===== config.mk =====
export PLATFORM = sky130hd
export DESIGN_NAME = ahp_master
export DESIGN_NICKNAME = d
export VERILOG_FILES = /design/src/rtl/ahp_slave_pkg.sv /design/src/rtl/ahp_addr_gen.sv /design/src/rtl/ahp_master.sv
export SDC_FILE = /design/constraint.sdc
export NUM_CORES = 1
export LEC_CHECK = 0
export CAP_MARGIN = 40
export CORE_ASPECT_RATIO = 1.4
export CORE_UTILIZATION = 45
export DETAILED_ROUTE_END_ITERATION = 8
export PLACE_DENSITY = 0.82
export SLEW_MARGIN = 20
export SYNTH_ARGS = -nofsm -noshare
export SYNTH_HDL_FRONTEND = slang
export SYNTH_SLANG_ARGS = --single-unit

===== constraint.sdc =====
create_clock -name HCLK -period 4.6 [get_ports HCLK]
set_clock_uncertainty 0.05 [all_clocks]
set_input_delay 0.69 -clock HCLK [delete_from_list [all_inputs] [get_ports HCLK]]
set_output_delay 0.69 -clock HCLK [all_outputs]
set_load 0.005 [all_outputs]

===== src/rtl/ahp_slave_pkg.sv =====
// Shared AHB-style definitions used by the ahp master and slave blocks.
//   htrans_e    : HTRANS encodings (IDLE/BUSY/NONSEQ/SEQ)
//   hburst_e    : HBURST codes
//   hsize_e     : HSIZE codes
//   mst_state_e : master sequencing FSM states
//   burst_beats / burst_is_wrap : burst-code decode helpers
package ahp_slave_pkg;

  typedef enum logic [1:0] {
    HtransIdle   = 2'b00,
    HtransBusy   = 2'b01,
    HtransNonseq = 2'b10,
    HtransSeq    = 2'b11
  } htrans_e;

  typedef enum logic [2:0] {
    HburstSingle = 3'd0,
    HburstIncr   = 3'd1,
    HburstWrap4  = 3'd2,
    HburstIncr4  = 3'd3,
    HburstWrap8  = 3'd4,
    HburstIncr8  = 3'd5,
    HburstWrap16 = 3'd6,
    HburstIncr16 = 3'd7
  } hburst_e;

  typedef enum logic [1:0] {
    HsizeByte = 2'd0,
    HsizeHalf = 2'd1,
    HsizeWord = 2'd2,
    HsizeRsvd = 2'd3
  } hsize_e;

  typedef enum logic [1:0] {
    StIdle,
    StAddr,
    StBurst,
    StLast
  } mst_state_e;

  // Undefined-length INCR is issued as a single beat.
  function automatic logic [4:0] burst_beats(input logic [2:0] burst);
    logic [4:0] beats;
    case (hburst_e'(burst))
      HburstWrap4, HburstIncr4:   beats = 5'd4;
      HburstWrap8, HburstIncr8:   beats = 5'd8;
      HburstWrap16, HburstIncr16: beats = 5'd16;
      default:                    beats = 5'd1;
    endcase
    return beats;
  endfunction

  function automatic logic burst_is_wrap(input logic [2:0] burst);
    return (hburst_e'(burst) == HburstWrap4) || (hburst_e'(burst) == HburstWrap8) ||
           (hburst_e'(burst) == HburstWrap16);
  endfunction

endpackage


===== src/rtl/ahp_addr_gen.sv =====
// Combinational next-beat address for an AHB burst.
//   haddr_i     : current beat address
//   hsize_i     : beat size code (bytes = 1 << hsize_i)
//   hburst_i    : burst code; WRAPx wraps within a (beats << size)-byte window
//   next_addr_o : address of the following beat
import ahp_slave_pkg::*;

module ahp_addr_gen (
  input  logic [31:0] haddr_i,
  input  logic [1:0]  hsize_i,
  input  logic [2:0]  hburst_i,
  output logic [31:0] next_addr_o
);

  logic [31:0] incr_addr;
  logic [31:0] wrap_mask;

  always_comb begin
    incr_addr = haddr_i + (32'd1 << hsize_i);
    // Window size is a power of two, so size-1 masks the wrapping low bits.
    wrap_mask = ({27'd0, burst_beats(hburst_i)} << hsize_i) - 32'd1;
    if (burst_is_wrap(hburst_i)) begin
      next_addr_o = (haddr_i & ~wrap_mask) | (incr_addr & wrap_mask);
    end else begin
      next_addr_o = incr_addr;
    end
  end

endmodule


===== src/rtl/ahp_master.sv =====
// AHB burst master: accepts one burst command at a time and runs it on the bus.
//   HCLK/HRESETn                  : clock, async active-low reset
//   cmd_*                         : burst command handshake (ready only when idle)
//   wdata_valid/wdata/wdata_ready : write beat source, consumed when its address phase advances
//   rdata_valid/rdata/rdata_last  : read beat returned as each read data phase completes
//   done/err                      : one-cycle pulses for completion / reject or timeout abort
//   HSEL..HWDATA, HREADY, HRDATA  : AHB master-side bus signals
// The write source must hold wdata_valid until wdata_ready; BUSY beats may then only turn
// into SEQ, never the reverse, while a wait state is in progress.
import ahp_slave_pkg::*;

module ahp_master #(
  parameter int unsigned TIMEOUT = 16
) (
  input  logic        HCLK,
  input  logic        HRESETn,
  input  logic        cmd_valid,
  output logic        cmd_ready,
  input  logic        cmd_write,
  input  logic [31:0] cmd_addr,
  input  logic [1:0]  cmd_size,
  input  logic [2:0]  cmd_burst,
  input  logic        wdata_valid,
  input  logic [31:0] wdata,
  output logic        wdata_ready,
  output logic        rdata_valid,
  output logic [31:0] rdata,
  output logic        rdata_last,
  output logic        done,
  output logic        err,
  output logic        HSEL,
  output logic        HWRITE,
  output htrans_e     HTRANS,
  output logic [2:0]  HBURST,
  output logic [1:0]  HSIZE,
  output logic [31:0] HADDR,
  output logic [31:0] HWDATA,
  input  logic        HREADY,
  input  logic [31:0] HRDATA
);

  localparam int unsigned WaitW = $clog2(TIMEOUT + 1);

  mst_state_e       state_q;
  logic             write_q;
  logic [1:0]       size_q;
  logic [2:0]       burst_q;
  logic [31:0]      addr_q;
  logic [4:0]       beats_q;   // beats whose address phase is still to be issued
  logic [31:0]      hwdata_q;
  logic             dphase_q;  // a data phase of ours is on the bus this cycle
  logic             dlast_q;   // that data phase is the final beat
  logic [WaitW-1:0] wait_q;
  logic             done_q;
  logic             err_q;

  logic        beat_go;
  logic        stall;
  logic        advance;
  logic        timeout;
  logic        reject;
  logic        misalign;
  logic [10:0] span_end;
  logic [31:0] next_addr;

  ahp_addr_gen u_addr_gen (
    .haddr_i    (addr_q),
    .hsize_i    (size_q),
    .hburst_i   (burst_q),
    .next_addr_o(next_addr)
  );

  always_comb begin
    beat_go = !write_q || wdata_valid;
    stall   = dphase_q && !HREADY;
    timeout = stall && (wait_q == WaitW'(TIMEOUT - 1));
    advance = ((state_q == StAddr) || (state_q == StBurst)) && beat_go && !stall;

    HTRANS = HtransIdle;
    HSEL   = 1'b0;
    unique case (state_q)
      StAddr: begin
        // First write beat without data keeps the bus idle rather than BUSY.
        if (beat_go) begin
          HTRANS = HtransNonseq;
          HSEL   = 1'b1;
        end
      end
      StBurst: begin
        HTRANS = beat_go ? HtransSeq : HtransBusy;
        HSEL   = 1'b1;
      end
      default: ;
    endcase

    cmd_ready   = (state_q == StIdle);
    wdata_ready = advance && write_q;
    rdata_valid = dphase_q && !write_q && HREADY;
    rdata       = rdata_valid ? HRDATA : 32'd0;
    rdata_last  = rdata_valid && dlast_q;
    HWRITE      = write_q && (state_q != StIdle);
    HBURST      = burst_q;
    HSIZE       = size_q;
    HADDR       = addr_q;
    HWDATA      = hwdata_q;
    done        = done_q;
    err         = err_q;

    misalign = ((cmd_size == 2'd1) && cmd_addr[0]) || ((cmd_size == 2'd2) && (|cmd_addr[1:0]));
    span_end = {1'b0, cmd_addr[9:0]} + ({6'd0, burst_beats(cmd_burst)} << cmd_size);
    reject   = (cmd_size == 2'b11) || misalign ||
               (!burst_is_wrap(cmd_burst) && (span_end > 11'd1024));
  end

  always_ff @(posedge HCLK or negedge HRESETn) begin
    if (!HRESETn) begin
      state_q  <= StIdle;
      write_q  <= 1'b0;
      size_q   <= 2'd0;
      burst_q  <= 3'd0;
      addr_q   <= 32'd0;
      beats_q  <= 5'd0;
      hwdata_q <= 32'd0;
      dphase_q <= 1'b0;
      dlast_q  <= 1'b0;
      wait_q   <= '0;
      done_q   <= 1'b0;
      err_q    <= 1'b0;
    end else begin
      done_q <= 1'b0;
      err_q  <= 1'b0;
      wait_q <= stall ? wait_q + WaitW'(1) : '0;

      unique case (state_q)
        StIdle: begin
          if (cmd_valid) begin
            if (reject) begin
              err_q <= 1'b1;
            end else begin
              write_q <= cmd_write;
              size_q  <= cmd_size;
              burst_q <= cmd_burst;
              addr_q  <= cmd_addr;
              beats_q <= burst_beats(cmd_burst);
              state_q <= StAddr;
            end
          end
        end
        StAddr, StBurst: begin
          if (timeout) begin
            err_q    <= 1'b1;
            dphase_q <= 1'b0;
            wait_q   <= '0;
            state_q  <= StIdle;
          end else if (advance) begin
            if (write_q) begin
              hwdata_q <= wdata;
            end
            dphase_q <= 1'b1;
            dlast_q  <= (beats_q == 5'd1);
            beats_q  <= beats_q - 5'd1;
            if (beats_q != 5'd1) begin
              addr_q <= next_addr;
            end
            state_q <= (beats_q == 5'd1) ? StLast : StBurst;
          end else if (!stall) begin
            // A BUSY cycle lets the previous data phase finish with nothing behind it.
            dphase_q <= 1'b0;
          end
        end
        StLast: begin
          if (timeout) begin
            err_q    <= 1'b1;
            dphase_q <= 1'b0;
            wait_q   <= '0;
            state_q  <= StIdle;
          end else if (HREADY) begin
            dphase_q <= 1'b0;
            dlast_q  <= 1'b0;
            done_q   <= 1'b1;
            state_q  <= StIdle;
          end
        end
        default: state_q <= StIdle;
      endcase
    end
  end

endmodule


# Yosys cells after proc, flatten, opt, wreduce, memory -nomap -nowiden

Cells that the tools add are included.

Muxes and demuxes: 48
Shift-type cells: 3
Add/subtract/negate cells: 5
Eq/ne operators: 31
$lt $le $gt $ge: 1
Bitwise logic cells: 6
Reductions and logical operators: 45

Operator list:

| cell                  | count |
|---|---|
| $mux 32               | 7 |
| $and 32x32->32        | 2 |
| $pmux 32 s2           | 1 |
| $mux 5                | 7 |
| $add 32x32->32        | 1 |
| $not 32->32           | 1 |
| $or 32x32->32         | 1 |
| $shl 1x2->32 const A  | 1 |
| $shl 5x2->32          | 1 |
| $sub 32x1->32 const B | 1 |
| $pmux 5 s3            | 2 |
| $eq 3x3->1 const B    | 8 |
| $mux 1                | 16 |
| $mux 2                | 8 |
| $reduce_or 2->1       | 8 |
| $ne 2x2->1 const B    | 7 |
| $eq 3x2->1 const B    | 4 |
| $logic_and 1x1->1     | 12 |
| $add 10x11->11        | 1 |
| $gt 11x11->1 const B  | 1 |
| $shl 5x2->11          | 1 |
| $pmux 5 s2            | 1 |
| $reduce_and 5->1      | 2 |
| $logic_or 1x1->1      | 9 |
| 20 further kinds      | 36 |

Input port bits: 107
Bits in registers: 86

# Logic depth before layout (Yosys ltp)

Depth after elaboration: 13
Mapped depth: 15
Gate-level depth less buffers: 13

# Hierarchy

A second synthesis with hierarchy kept.

Cell total of the unflattened synthesis: 618
Area, all modules: 5957.0 um^2

Modules (own cells, without submodules):

| module       | area an instance (um^2) | cells each | times used | seq. area each (um^2) |
|---|---|---|---|---|
| ahp_master   | 4770.8                  | 453        | 1          | 2152.1 |
| ahp_addr_gen | 1186.1                  | 165        | 1          | 0.0 |

# Least setup slack after synthesis

No wires, ideal clock.

Kind: in2reg
From: in cmd_burst[1]
To: reg size_q[1], in the netlist HSIZE[1]
Arrival time: 3.646 ns
Slack: 0.776 ns
Stages: 13
Data required time: 4.422 ns
Cells stage by stage: clkbuf_1 > nor4_1 > ha_1 > inv_1 > fa_1 > xnor2_1 > a2111oi_0 > o2111ai_1 > o31a_1 > nor2b_1 > and3_1 > buf_4 > mux2_1

Word-level cells in the longest chain between the ends: 10
Elaborated cells between the ends (all ways): 20
Those cells by class: add/sub: 1; order compare: 1; eq/ne: 6; shift: 1; mux: 1; bitwise: 1; reduce/logical: 9

Ends and longest elaborated chain:

| element                               | line                                     | RTL |
|---|---|---|
| start: declaration                    | ahp_master.sv:22                         | `input logic [2:0] cmd_burst,` |
| $eq 3x3->1 (tied with other cells)    | ahp_slave_pkg.sv:44, ahp_slave_pkg.sv:55 |  |
| $reduce_or 2->1                       | ahp_slave_pkg.sv:44                      | `case (hburst_e'(burst))` |
| $pmux 5 s3                            | ahp_slave_pkg.sv:44                      |  |
| $shl 5x2->11                          | ahp_master.sv:110                        | `span_end = {1'b0, cmd_addr[9:0]} + ({6'd0, burst_beats(cmd_burst)} << cmd_size);` |
| $add 10x11->11                        | ahp_master.sv:110                        |  |
| $gt 11x11->1                          | ahp_master.sv:112                        | `(!burst_is_wrap(cmd_burst) && (span_end > 11'd1024));` |
| $logic_and 1x1->1 (*)                 | ahp_master.sv:112                        |  |
| $logic_or 1x1->1 (*)                  | ahp_master.sv:111                        | `reject = (cmd_size == 2'b11) \|\| misalign \|\|` |
| $not 1->1 (no source line) (*)        | -                                        |  |
| $reduce_and 3->1 (no source line) (*) | -                                        |  |
| end signal: assignment                | ahp_master.sv:141                        | `size_q <= cmd_size;` |
| end: declaration                      | ahp_master.sv:46                         | `logic [1:0] size_q;` |

Every way passes the cells marked *; elsewhere a longest branch is shown, timed or not.
A chain may end at the register's enable or synchronous reset.

==> metrics.sh <==
YS_FF_LATCH=86
POST_ROUTE_CELLS_DRIVE_ABOVE_1_SHARE_PCT=5.43
HOLD_VIOL_FINAL=0
INITIAL_CORE_UTIL_PCT=46.1
INTERNAL_POWER_mW=3.07
DRC_ERRORS=0
ARRIVAL_PS=4350
PATH_MAX_FANOUT=7
SYNTH_ENABLE_FLOP_CELLS=0
TRITONCTS='done'
PRE_CTS_SLACK_PS=94.0
TIMING.CRITICAL_PATH.FROM_TYPE='input port'
SYNTHDISTINCTLIBCELLS=70
SHARE_OF_THE_SYNTHESIZED_AREA_IN_THE_TOP_CELL_TYPE_PCT=38.0
CP.REQUIRED_PS=4780
COUNT_OF_NETS_LEFT_WITH_ANTENNA_VIOLATIONS_AFTER_DETAIL_ROUTING=0
CLOCK_PATH_BUFFERS=2
SYN-INSTANCE-COUNT=702
SYNTHARSTFLOPSHARE_PCT=100
GLOBALROUTEOVERFLOWTOTAL=0
COMB_POWER_SHARE_PCT=59.3
NFILLCELLS=997
SYN2LAYOUT_AREA_GROWTH_PCT=47.4
GRT_START_MAX_NET_PINS=56
DIE_W_MICRONS=96.9
CTS_HOLD_BUFFERS=0
CTS-HTREE-LEVELS=3
IO_PINS=218
MIN-DELAY-PATH-CLASS='input port to asynchronous set/reset pin'
NUM_VIAS=6010
CRITICAL_PATH.STARTPOINT='cmd_burst[1]'
SETUP_REPAIR_AFTER_GLOBAL_ROUTING_MISSED_ITS_MARGIN='false'
DRT-VIAS-PER-INSTANCE=5.61
POST-ROUTE-PERIOD-UTIL_PCT=90.6
SETUP-TNS-FINAL_PS=0
CTS.SINKS=86
GLOBALPLACE.CONGESTION=0.958
SETUP_VIOL=0
GLOBALROUTETOTALUTIL_PCT=28.2
POST_CTS_RESIZED=0
CLKTRANSATPATHREGS_PS=80
MAXIMUM_VDD_IR_DROP_mV=0.346
POST-SYNTH-TOP-COUNT-CELL='sky130_fd_sc_hd__nand2_1'
DIE_HEIGHT_MICRONS=135
INPUT_OUTPUT_BUFFERS=217
SETUP_WS_PS=431
SYNTH_TOP_FLOP_CELL='sky130_fd_sc_hd__dfrtp_1'
MULTIINPUTGATEAREA_SQ_UM=3280
TIMING.MAX_SLEW.REL_SLACK_PCT=46.3
ANTENNA-DIODE-COUNT=0
SLEW_VIOL_FINAL=0
WL_PER_CELL_MICRONS=17.4
SYN-CELL-AREA_SQ_UM=5670
NUMBER_OF_ANTENNA_VIOLATIONS_AT_THE_FIRST_CHECK_IN_GLOBAL_ROUTING=0
FIRST_GLOBAL_VIAS=5699
NET-SWITCHING-POWER_mW=2.46
CRIT_PATH_END_KIND='register'
FINAL_NETS=1048
CTS_BUFFERS=9
TIMING.FMAX_GHz=0.240
WORSTREG2REGSTART='HSIZE[0]$_DFFE_PN0P_'
BUFFER_TYPE_AT_THE_CLOCK_TREE_ROOT='sky130_fd_sc_hd__clkbuf_16'
RANKING_OF_SYNTHESIZED_CELLS_BY_AREA='sky130_fd_sc_hd__dfrtp_1, sky130_fd_sc_hd__nand2_1, sky130_fd_sc_hd__ha_1'
POSTSYNTHNETCOUNT=834
POWER.SWITCHING_FRACTION_PCT=44.5
P_LEAK_nW=3.56
FIRST_PASS_GRT_WIRE_LENGTH_MICRONS=29600
CORE_REGION_AREA_SQ_UM=12300
FF_LATCH_AREA_SQ_UM=2150
DRTPASS1ITERATIONS=5
TIMING_WORST_SETUP_PATH_TYPE='input port to register'
MAX_SLEW.WORST_PIN.SLEW_PS=799
DRT_ITER0_DRC=296
DP_HPWL_MICRONS=14100
SKEW_PAIR_LATE_INSERTION_DELAY_PS=350
WORST-R2R-CELL-COUNT=13
PLACEMENT_ROWS=48
POST-CTS-SETUP-BUFFER-COUNT=0
POST-ROUTE-MIN-PERIOD_PS=4170
YS_WARN_COUNT=0
SYNTH_SEQ_AREA_SHARE_PCT=38.0
ROUTED_WIRELENGTH_MICRONS=18600
POST-SYNTH-TOP-AREA-CELL='sky130_fd_sc_hd__dfrtp_1'
MOST_USED_STANDARD_CELLS_IN_THE_SYNTHESIZED_NETLIST='sky130_fd_sc_hd__nand2_1, sky130_fd_sc_hd__dfrtp_1, sky130_fd_sc_hd__a21oi_1, sky130_fd_sc_hd__nor2_1, sky130_fd_sc_hd__and2_1'
MAX-CAP-VIOLATIONS=0
SYNTH.AVG_CELL_AREA_SQ_UM=8.08
DIE_AREA_SQ_UM=13100
SEQ_POWER_SHARE_PCT=27.2
OUTCOME='finished, final reports clean'
CLKPWRFRAC_PCT=13.5
POWER_PER_CELL_AREA_nW_PER_UM2=662
## power groups by stage
stage | clock (mW) | sequential [mW] | combinational (mW)
floorplan | 0 | 1.41 | 1.92
global placement | 0 | 1.49 | 3.19
detailed placement | 0 | 1.51 | 3.25
CTS | 0.747 | 1.50 | 3.28
global route | 0.783 | 1.56 | 3.63
finish | 0.745 | 1.50 | 3.28
## routing by layer
layer | track usage, % | wire length, microns | share of wire, %
met2 | 46.4 | 9140 | 49
met5 | 0 | 0 | 0
met4 | 11.0 | 494 | 2.7
met1 | 37.3 | 7950 | 43
met3 | 4.55 | 1020 | 5.5
## layout by cell type, fill, tap and decap left out, types with 14 or more instances in the layout
| cell | count |
|---|---|
| sky130_fd_sc_hd__nand2_1 | 142 |
| sky130_fd_sc_hd__clkdlybuf4s50_1 | 216 |
| sky130_fd_sc_hd__a21oi_1 | 49 |
| sky130_fd_sc_hd__nor3_1 | 14 |
| sky130_fd_sc_hd__nor2_1 | 49 |
| sky130_fd_sc_hd__and2_1 | 36 |
| sky130_fd_sc_hd__dfrtp_1 | 86 |
| sky130_fd_sc_hd__a31oi_1 | 15 |
| sky130_fd_sc_hd__ha_1 | 23 |
| sky130_fd_sc_hd__buf_4 | 19 |
| sky130_fd_sc_hd__o21ai_0 | 31 |
| sky130_fd_sc_hd__inv_1 | 28 |
| sky130_fd_sc_hd__o21ai_1 | 18 |
| sky130_fd_sc_hd__nand3_1 | 20 |
## worst paths after layout
path / endpoint / slack [ps]
min in group HCLK: wait_q[0]$_DFF_PN0_ / 420
min: HWDATA[3]$_DFFE_PN0P_ / 360
max in group asynchronous: asynchronous set/reset pin / 3210
max: register / 430
min reg2reg: wait_q[0]$_DFF_PN0_ / 420
max reg2reg: register / 1270
## final cells by class
class	count	area share, %
multi-input combinational	554	39.3
tap	150	2.25
inverter	29	1.30
clock buffer	9	2.70
sequential	86	25.8
clock inverter	7	0.913
timing repair buffer	236	27.8
## worst max-delay path, cell delays in order
cell                              delay [ps]
sky130_fd_sc_hd__clkdlybuf4s50_1         530
sky130_fd_sc_hd__nor4_1                  330
sky130_fd_sc_hd__ha_1                    250
sky130_fd_sc_hd__inv_1                    70
sky130_fd_sc_hd__fa_1                    400
sky130_fd_sc_hd__xnor2_1                 140
sky130_fd_sc_hd__a2111oi_0               400
sky130_fd_sc_hd__o2111ai_1               290
sky130_fd_sc_hd__o31a_1                  370
sky130_fd_sc_hd__buf_4                   150
sky130_fd_sc_hd__o21ai_4                 230
sky130_fd_sc_hd__nand3_4                 160
sky130_fd_sc_hd__o311ai_1                340
## cell families (layout without fill, tap and decap cells)
group	after synthesis	in the layout	synth area share, %
flip-flops	86	86	38.0
AND/OR/NAND/NOR	323	323	27.3
adder cells (fa/ha/maj)	25	25	5.78
buffers and inverters	62	281	4.26
AO/OA/AOI/OAI	178	178	19.9
XOR/XNOR	13	13	2.01
multiplexers	15	15	2.87
## through the flow
step	hold WS, ps	power, mW	area, sq um	utilization [%]	std cells
2_1_floorplan	344	3.32	5670	-	702
3_3_place_gp	406	4.68	8050	65.4	1055
3_5_place_dp	412	4.76	8050	65.4	1055
4_1_cts	378	5.52	8360	67.9	1071
5_1_grt	412	5.97	8360	67.9	1071
6_report	361	5.53	8360	67.9	1071
No activity file was read; power rests on OpenSTA's default activity.
